`src/rtl/idli_pkg.sv`:
```
// Shared types and constants for the idli instruction-fetch sequencer.
package idli_pkg;

    typedef enum logic [2:0] {
        ST_GAP   = 3'd0,
        ST_CMD   = 3'd1,
        ST_ADDR  = 3'd2,
        ST_DUMMY = 3'd3,
        ST_DATA  = 3'd4,
        ST_HOLD  = 3'd5
    } fch_state_t;

    localparam int unsigned SQI_ADDR_NIBBLES = 6;

    // Nibble idx (0 = MS) of the 24b byte address of halfword pc.
    function automatic logic [3:0] addr_nibble(input logic [15:0] pc, input logic [3:0] idx);
        logic [23:0] addr;
        logic [3:0]  nib;
        addr = {7'b0, pc, 1'b0};
        case (idx)
            4'd0:    nib = addr[23:20];
            4'd1:    nib = addr[19:16];
            4'd2:    nib = addr[15:12];
            4'd3:    nib = addr[11:8];
            4'd4:    nib = addr[7:4];
            4'd5:    nib = addr[3:0];
            default: nib = 4'h0;
        endcase
        return nib;
    endfunction

endpackage

```
`src/rtl/idli_fetch_m.sv`:
```
// SQI instruction-fetch sequencer: command/address/dummy phases, then a
// nibble stream of 16b instructions with boundary stalls and redirects.
module idli_fetch_m
    import idli_pkg::*;
#(
    parameter int unsigned DUMMY_CYCLES = 4,
    parameter logic [7:0]  RD_CMD       = 8'hEB
) (
    input  logic        i_fch_gck,
    input  logic        i_fch_rst,
    input  logic        i_fch_stall,
    input  logic        i_fch_redirect,
    input  logic [15:0] i_fch_redirect_pc,
    output logic        o_fch_redirect_ack,
    output logic        o_fch_sqi_cs_n,
    output logic        o_fch_sqi_sck_en,
    output logic        o_fch_sqi_oe,
    output logic [3:0]  o_fch_sqi_dout,
    input  logic [3:0]  i_fch_sqi_din,
    output logic [3:0]  o_fch_enc,
    output logic        o_fch_enc_vld,
    output logic [15:0] o_fch_pc
);

    localparam logic [3:0] ADDR_LAST  = 4'(SQI_ADDR_NIBBLES - 1);
    localparam logic [3:0] DUMMY_LAST = 4'(DUMMY_CYCLES - 1);

    fch_state_t  state_r, state_s;
    logic [3:0]  cnt_r, cnt_s;
    logic [1:0]  nib_r, nib_s;
    logic [15:0] pc_r, pc_s;
    logic        take_s;

    // A redirect is never taken mid-instruction; otherwise it is taken at once.
    assign take_s = i_fch_redirect && ((state_r != ST_DATA) || (nib_r == 2'd3));

    assign o_fch_redirect_ack = take_s;
    assign o_fch_enc          = i_fch_sqi_din;
    assign o_fch_pc           = pc_r;

    // Next-state, counters and pad/decoder output decode.
    always_comb begin
        state_s          = state_r;
        cnt_s            = cnt_r;
        nib_s            = nib_r;
        pc_s             = pc_r;
        o_fch_sqi_cs_n   = 1'b0;
        o_fch_sqi_sck_en = 1'b1;
        o_fch_sqi_oe     = 1'b0;
        o_fch_sqi_dout   = 4'h0;
        o_fch_enc_vld    = 1'b0;
        case (state_r)
            ST_GAP: begin
                o_fch_sqi_cs_n   = 1'b1;
                o_fch_sqi_sck_en = 1'b0;
                state_s          = ST_CMD;
                cnt_s            = 4'd0;
            end
            ST_CMD: begin
                o_fch_sqi_oe = 1'b1;
                if (cnt_r == 4'd0) begin
                    o_fch_sqi_dout = RD_CMD[7:4];
                    cnt_s          = 4'd1;
                end else begin
                    o_fch_sqi_dout = RD_CMD[3:0];
                    cnt_s          = 4'd0;
                    state_s        = ST_ADDR;
                end
            end
            ST_ADDR: begin
                o_fch_sqi_oe   = 1'b1;
                o_fch_sqi_dout = addr_nibble(pc_r, cnt_r);
                if (cnt_r == ADDR_LAST) begin
                    cnt_s   = 4'd0;
                    state_s = ST_DUMMY;
                end else begin
                    cnt_s = cnt_r + 4'd1;
                end
            end
            ST_DUMMY: begin
                if (cnt_r == DUMMY_LAST) begin
                    cnt_s   = 4'd0;
                    nib_s   = 2'd0;
                    state_s = ST_DATA;
                end else begin
                    cnt_s = cnt_r + 4'd1;
                end
            end
            ST_DATA: begin
                o_fch_enc_vld = 1'b1;
                nib_s         = nib_r + 2'd1;
                if (nib_r == 2'd3) begin
                    pc_s = pc_r + 16'd1;
                    if (i_fch_stall) begin
                        state_s = ST_HOLD;
                    end else begin
                        state_s = ST_DATA;
                    end
                end else begin
                    state_s = ST_DATA;
                end
            end
            ST_HOLD: begin
                // Memory clock stopped so the device keeps its stream position.
                o_fch_sqi_sck_en = 1'b0;
                if (i_fch_stall) begin
                    state_s = ST_HOLD;
                end else begin
                    state_s = ST_DATA;
                end
            end
            default: begin
                o_fch_sqi_cs_n   = 1'b1;
                o_fch_sqi_sck_en = 1'b0;
                state_s          = ST_GAP;
            end
        endcase
        if (take_s) begin
            state_s = ST_GAP;
            cnt_s   = 4'd0;
            pc_s    = i_fch_redirect_pc;
        end else begin
            state_s = state_s;
        end
    end

    // State, phase counter, nibble position and PC registers.
    always_ff @(posedge i_fch_gck) begin
        if (i_fch_rst) begin
            state_r <= ST_GAP;
            cnt_r   <= 4'd0;
            nib_r   <= 2'd0;
            pc_r    <= 16'd0;
        end else begin
            state_r <= state_s;
            cnt_r   <= cnt_s;
            nib_r   <= nib_s;
            pc_r    <= pc_s;
        end
    end

endmodule

```
`config.mk`:
```
export PLATFORM = sky130hd
export DESIGN_NAME = idli_fetch_m
export DESIGN_NICKNAME = d
export VERILOG_FILES = /design/src/rtl/idli_pkg.sv /design/src/rtl/idli_fetch_m.sv
export SDC_FILE = /design/constraint.sdc
export NUM_CORES = 1
export LEC_CHECK = 0
export ABC_AREA = 0
export CAP_MARGIN = 20
export CELL_PAD_IN_SITES_DETAIL_PLACEMENT = 2
export CELL_PAD_IN_SITES_GLOBAL_PLACEMENT = 2
export CORE_AREA = 4 4 88 90
export DETAILED_ROUTE_END_ITERATION = 6
export DIE_AREA = 0 0 92 94
export GPL_TIMING_DRIVEN = 0
export PLACE_DENSITY = 0.78
export REMOVE_ABC_BUFFERS = 1
export SLEW_MARGIN = 0
export SYNTH_ARGS = -nofsm -noshare
export SYNTH_HDL_FRONTEND = slang
export SYNTH_SLANG_ARGS = --single-unit
```
`constraint.sdc`:
```
create_clock -name i_fch_gck -period 2.8 [get_ports i_fch_gck]
set_input_delay 0.56 -clock i_fch_gck [delete_from_list [all_inputs] [get_ports i_fch_gck]]
set_output_delay 0.56 -clock i_fch_gck [all_outputs]
set_load 0.01 [all_outputs]
```
Word level (Yosys, flattened, before mapping)

Cells that the tools add are included.

Flip-flop bits (word level): 25
Output and inout bits: 29
Bits of input ports: 24

Reduce and logical (&&, ||, !) cells: 15
Multiplexer cells: 22
Equal/unequal tests: 15
Add/sub/neg operators: 3

Operator list:

| cell                                                | count |
|---|---|
| 2-to-1 mux 16 bit                                   | 3 |
| case mux 4 bit (5 select lines)                     | 1 |
| case mux 3 bit (6 select lines)                     | 1 |
| adder 16 x 1 -> 16 bit, second input constant       | 1 |
| case mux 4 bit (4 select lines)                     | 1 |
| 2-to-1 mux 3 bit                                    | 5 |
| equality test 4 x 2 -> 1 bit, second input constant | 2 |
| equality test 4 x 3 -> 1 bit, second input constant | 2 |
| 2-to-1 mux 4 bit                                    | 2 |
| case mux 4 bit (2 select lines)                     | 1 |
| equality test 3 x 2 -> 1 bit, second input constant | 2 |
| equality test 3 bit, second input constant          | 2 |
| 2-to-1 mux 1 bit                                    | 6 |
| != test 2 bit, second input constant                | 3 |
| nonzero test 2 bit                                  | 3 |
| OR reduction 5 bit                                  | 1 |
| adder 4 x 1 -> 4 bit, second input constant         | 1 |
| equality test 4 x 1 -> 1 bit, second input constant | 1 |
| logical NOT 4 bit                                   | 1 |
| case mux 2 bit (2 select lines)                     | 1 |
| AND reduction 2 bit                                 | 2 |
| nonzero test 4 bit                                  | 1 |
| OR reduction 2 bit                                  | 2 |
| OR reduction 4 bit                                  | 1 |
| 9 further kinds                                     | 9 |

Logic depth before layout (Yosys ltp)

Depth in word-level cells: 5
Gate-level depth with buffers: 7
Mapped depth without buffers: 7

Worst setup path before layout

Ideal clock, no wire load.

Kind: reg-to-output
Start point: register cnt_r[0]
End point: output port o_fch_sqi_dout[0]
Cell stages (with the launch flop): 8
Arrival time: 1676 ps
Path buffers: 1
Slack: 564 ps
Required time: 2240 ps
Cell sequence: dfxtp_1 ha_1 clkbuf_1 nor3_1 a21oi_1 nor2_1 nor4b_1 a22o_1

Cells in the longest elaborated chain, start to end: 3
Elaborated cells between the ends (all ways): 9

RTL lines:

| item                                                                | RTL line                           | text |
|---|---|---|
| from (decl)                                                         | idli_fetch_m.sv:29                 | `logic [3:0] cnt_r, cnt_s;` |
| from (signal assigned)                                              | idli_fetch_m.sv:136                | `cnt_r <= cnt_s;` |
| equality test 4 x 3 -> 1 bit (tied with other cells)                | idli_pkg.sv:20                     | `case (idx)` |
| case mux 4 bit (5 select lines) or 2-to-1 mux 3 bit (tied branches) | idli_pkg.sv:20, idli_fetch_m.sv:61 |  |
| case mux 4 bit (2 select lines) (*)                                 | idli_fetch_m.sv:52                 | `case (state_r)` |
| to (decl)                                                           | idli_fetch_m.sv:18                 | `output logic [3:0] o_fch_sqi_dout,` |

Every way passes the cells marked *; elsewhere a longest branch is shown, timed or not.

Worst setup path in the final report

Start point: register cnt_r[0]
End point: output port o_fch_sqi_dout[1]

Cells in the longest elaborated chain, start to end: 3
Elaborated cells between the ends (all ways): 7

RTL lines:

| item                                                 | RTL line |
|---|---|
| equality test 4 x 3 -> 1 bit (tied with other cells) | idli_pkg.sv:20 |
| case mux 4 bit (5 select lines) (*)                  | idli_pkg.sv:20 |
| case mux 4 bit (2 select lines) (*)                  | idli_fetch_m.sv:52 |

Marks and branches as above.

==> results_dict.tcl <==
set metrics [dict create \
    run_status "finished, final reports clean" \
    cts_buffers 3 \
    antenna_found_initial 0 \
    drtPass1Iterations 4 \
    worstPathRequired_ps 2240 \
    drt_wl_total_microns 6474 \
    initial_core_util_pct 25.06 \
    finalHoldViolCount 0 \
    grt_start_max_net_pins 25 \
    wl_per_cell_microns 17.74 \
    cts_max_level 1 \
    cts.clk_slew.worst_paths_ps 90 \
    ir_worst_vdd_v 0.0001368 \
    relSlewSlack_pct 46.16 \
    power_frac_seq_pct 48.7 \
    postRouteAntennaNets 0 \
    syn_avg_cell_area_sq_um 7.692 \
    fp.dieH_microns 94 \
    timing.final.crit_share_pct 96.51 \
    overflow 0 \
    drtIter0Drc 63 \
    netlist_area_sq_um 1769 \
    start_kind "flip-flop" \
    clk_latency_ps 280 \
    rsz0062_at_grt "true" \
    maxSlewViolCount 0 \
    grt_pass1_wl_microns 10580 \
    via_per_inst 5.301 \
    clkPwrFrac_pct 27.6 \
    synth.area.top_cells "dfxtp_1 (28%), a21oi_1 (7.4%), ha_1 (6.4%)" \
    grt_use_total_pct 15.21 \
    cp-end-kind "primary output" \
    dieWidth_microns 92 \
    grt_pass1_vias 2052 \
    synthCells 230 \
    antenna_cells 0 \
    worst_slack_ps 97.63 \
    rows 31 \
    cp_max_fo 5 \
    placed_area_sq_um 2242 \
    timing.hold.ws_ps 507.9 \
    fin_crit_ps 2702 \
    layout.nets 300 \
    dp.cells 356 \
    drive_above_1_share_pct 11.65 \
    yosys_register_bits 25 \
    place_ws_ps -437.6 \
    synth_seq_area_share_pct 28.29 \
    cts_root_buf "clkbuf_8" \
    switchingPower_uw 261.3 \
    setup_viol 0 \
    core_area_sq_um 7059 \
    switching_share_pct 31.24 \
    ys_async_sr_fraction_pct 0 \
    hpwl_microns 4679 \
    clock_sinks 25 \
    synth-edff-count 0 \
    stdcell_area_sq_um 2395 \
    min_path_type "flip-flop to flip-flop" \
    postCtsHoldBufs 0 \
    gp_congestion 0.7826 \
    io_pins 53 \
    yosys.area.top_type_share_pct 28.29 \
    power.density_nw_per_um2 349.2 \
    area_growth_pct 35.36 \
    drc 0 \
    fmax_mhz 370.0 \
    cts_tree "built" \
    yosysTopAreaCell "dfxtp_1" \
    combPwrFrac_pct 23.7 \
    port_buffers 44 \
    yosys_warnings 0 \
    leakagePower_nw 0.8410 \
    die-area_sq_um 8648 \
    tightest_slew_ps 785.1 \
    skew_ps 9.538 \
    maxCapViolCount 0 \
    netlist-cell-type-count 52 \
    synthFlopType "dfxtp_1" \
    internal_power_uw 575.1 \
    clock_path_buffers 2 \
    arrival_ps 2140 \
    critPathKind "flip-flop to primary output" \
    vias 1935 \
    layout.cells.non_filler 365 \
]
per-stage QoR:
| step | setup TNS, ps | power (mW) | util (%) |
|---|---|---|---|
| 3_3_place_gp | -811.0 | 0.6086 | 31.76 |
| 6_report | 0 | 0.8364 | 33.92 |
| 2_1_floorplan | 0 | 0.4956 | - |
| 3_5_place_dp | -1319 | 0.6125 | 31.76 |
| 5_1_grt | -14.30 | 0.8842 | 33.92 |
| 4_1_cts | 0 | 0.8487 | 33.75 |
layout make-up:
cell class	count	area, sq um
clock inverter	1	5.005
sequential	25	513.0
inverter	11	43.79
tap	99	123.9
multi-input combinational	177	1194
timing repair buffer	49	474.2
clock buffer	3	41.29
fill	841	4664
what timing repair did:
action / 4_1_cts / 5_1_grt
buffers inserted: 4 / 1
resized for setup: 24 / 3
setup endpoints to repair: 5 / 3
pin swaps: 6 / 1
placed cells by master, fill, tap and decap left out, types with 5 or more instances in the layout:
cell type / netlist / final
a211oi_1: 8 / 8
a21oi_1: 26 / 26
buf_4: 5 / 5
clkdlybuf4s50_1: 0 / 39
dfxtp_1: 25 / 19
ha_1: 9 / 6
inv_1: 9 / 7
nand2_1: 17 / 17
nand3_1: 10 / 10
nor2_1: 20 / 20
nor3_1: 9 / 8
o21ai_0: 12 / 12
o21ai_1: 7 / 7
logic make-up (layout without fill, tap and decap cells):
family                     after synthesis  after routing  share of synthesized area (%)
DFF                                     25             25                          28.29
AOI/OAI and AO/OA                       84             84                          31.68
xor gates and xnor gates                 2              2                         0.9903
muxes                                    5              5                          3.041
adders and majority gates                9              9                          6.365
buffers and inverters                   28             64                          7.497
and+or+nand+nor                         77             77                          22.14
worst paths after layout:
kind	from	endpoint	slack, ps	cells past startpoint
setup reg to reg	state_r[2]$_SDFFE_PP0P_	o_fch_pc[10]$_SDFFE_PP0P_	640	5
hold reg to reg	o_fch_pc[15]$_SDFFE_PP0P_	o_fch_pc[15]$_SDFFE_PP0P_	510	2
hold / removal	o_fch_pc[15]$_SDFFE_PP0P_	o_fch_pc[15]$_SDFFE_PP0P_	510	2
setup / recovery	cnt_r[0]$_SDFFE_PP0P_	o_fch_sqi_dout[1]	100	10
power by group through the flow:
stage	registers, mW	logic (mW)	clock network [mW]
6_report	0.407	0.198	0.231
5_1_grt	0.412	0.216	0.256
4_1_cts	0.409	0.200	0.240
3_5_place_dp	0.415	0.198	0
3_3_place_gp	0.415	0.194	0
2_1_floorplan	0.411	0.0842	0
cells in the mapped netlist, types with 2 or more instances:
| cell type | instances |
|---|---|
| a21oi_1 | 26 |
| dfxtp_1 | 25 |
| nor2_1 | 20 |
| nand2_1 | 17 |
| o21ai_0 | 12 |
| nand3_1 | 10 |
| ha_1 | 9 |
| inv_1 | 9 |
| nor3_1 | 9 |
| a211oi_1 | 8 |
| clkbuf_1 | 8 |
| o21ai_1 | 7 |
| buf_4 | 5 |
| a221oi_1 | 4 |
| a22oi_1 | 4 |
| and3_1 | 4 |
| a21o_1 | 3 |
| a31oi_1 | 3 |
| nand4_1 | 3 |
| o22ai_1 | 3 |
| a22o_1 | 2 |
| buf_1 | 2 |
| inv_2 | 2 |
| mux2_1 | 2 |
| mux2i_1 | 2 |
| nand3b_1 | 2 |
| nor2b_1 | 2 |
| o221a_1 | 2 |
| or3_1 | 2 |
layer usage:
metal,wire length (microns),up-vias,GRT usage (%)
met5,0,-,0
met4,38,0,1.733
met3,165,5,2.404
met2,3283,34,27.43
met1,2986,970,19.63
li1,-,926,-
state kept, by name, indices dropped and copies added (netlist names):
signal,flops
o_fch_pc,16
nib_r,2
cnt_r,4
state_r,3
critical path, cell delays in order (launching register included):
cell and delay (ps):
dfxtp_4 390, inv_4 100, ha_4 180, inv_1 90, a21oi_1 150, nor2_1 90, nor4b_4 270, buf_4 160
buf_4 90, a21o_1 130, clkdlybuf4s15_2 230
(Power assumes the default switching activity.)
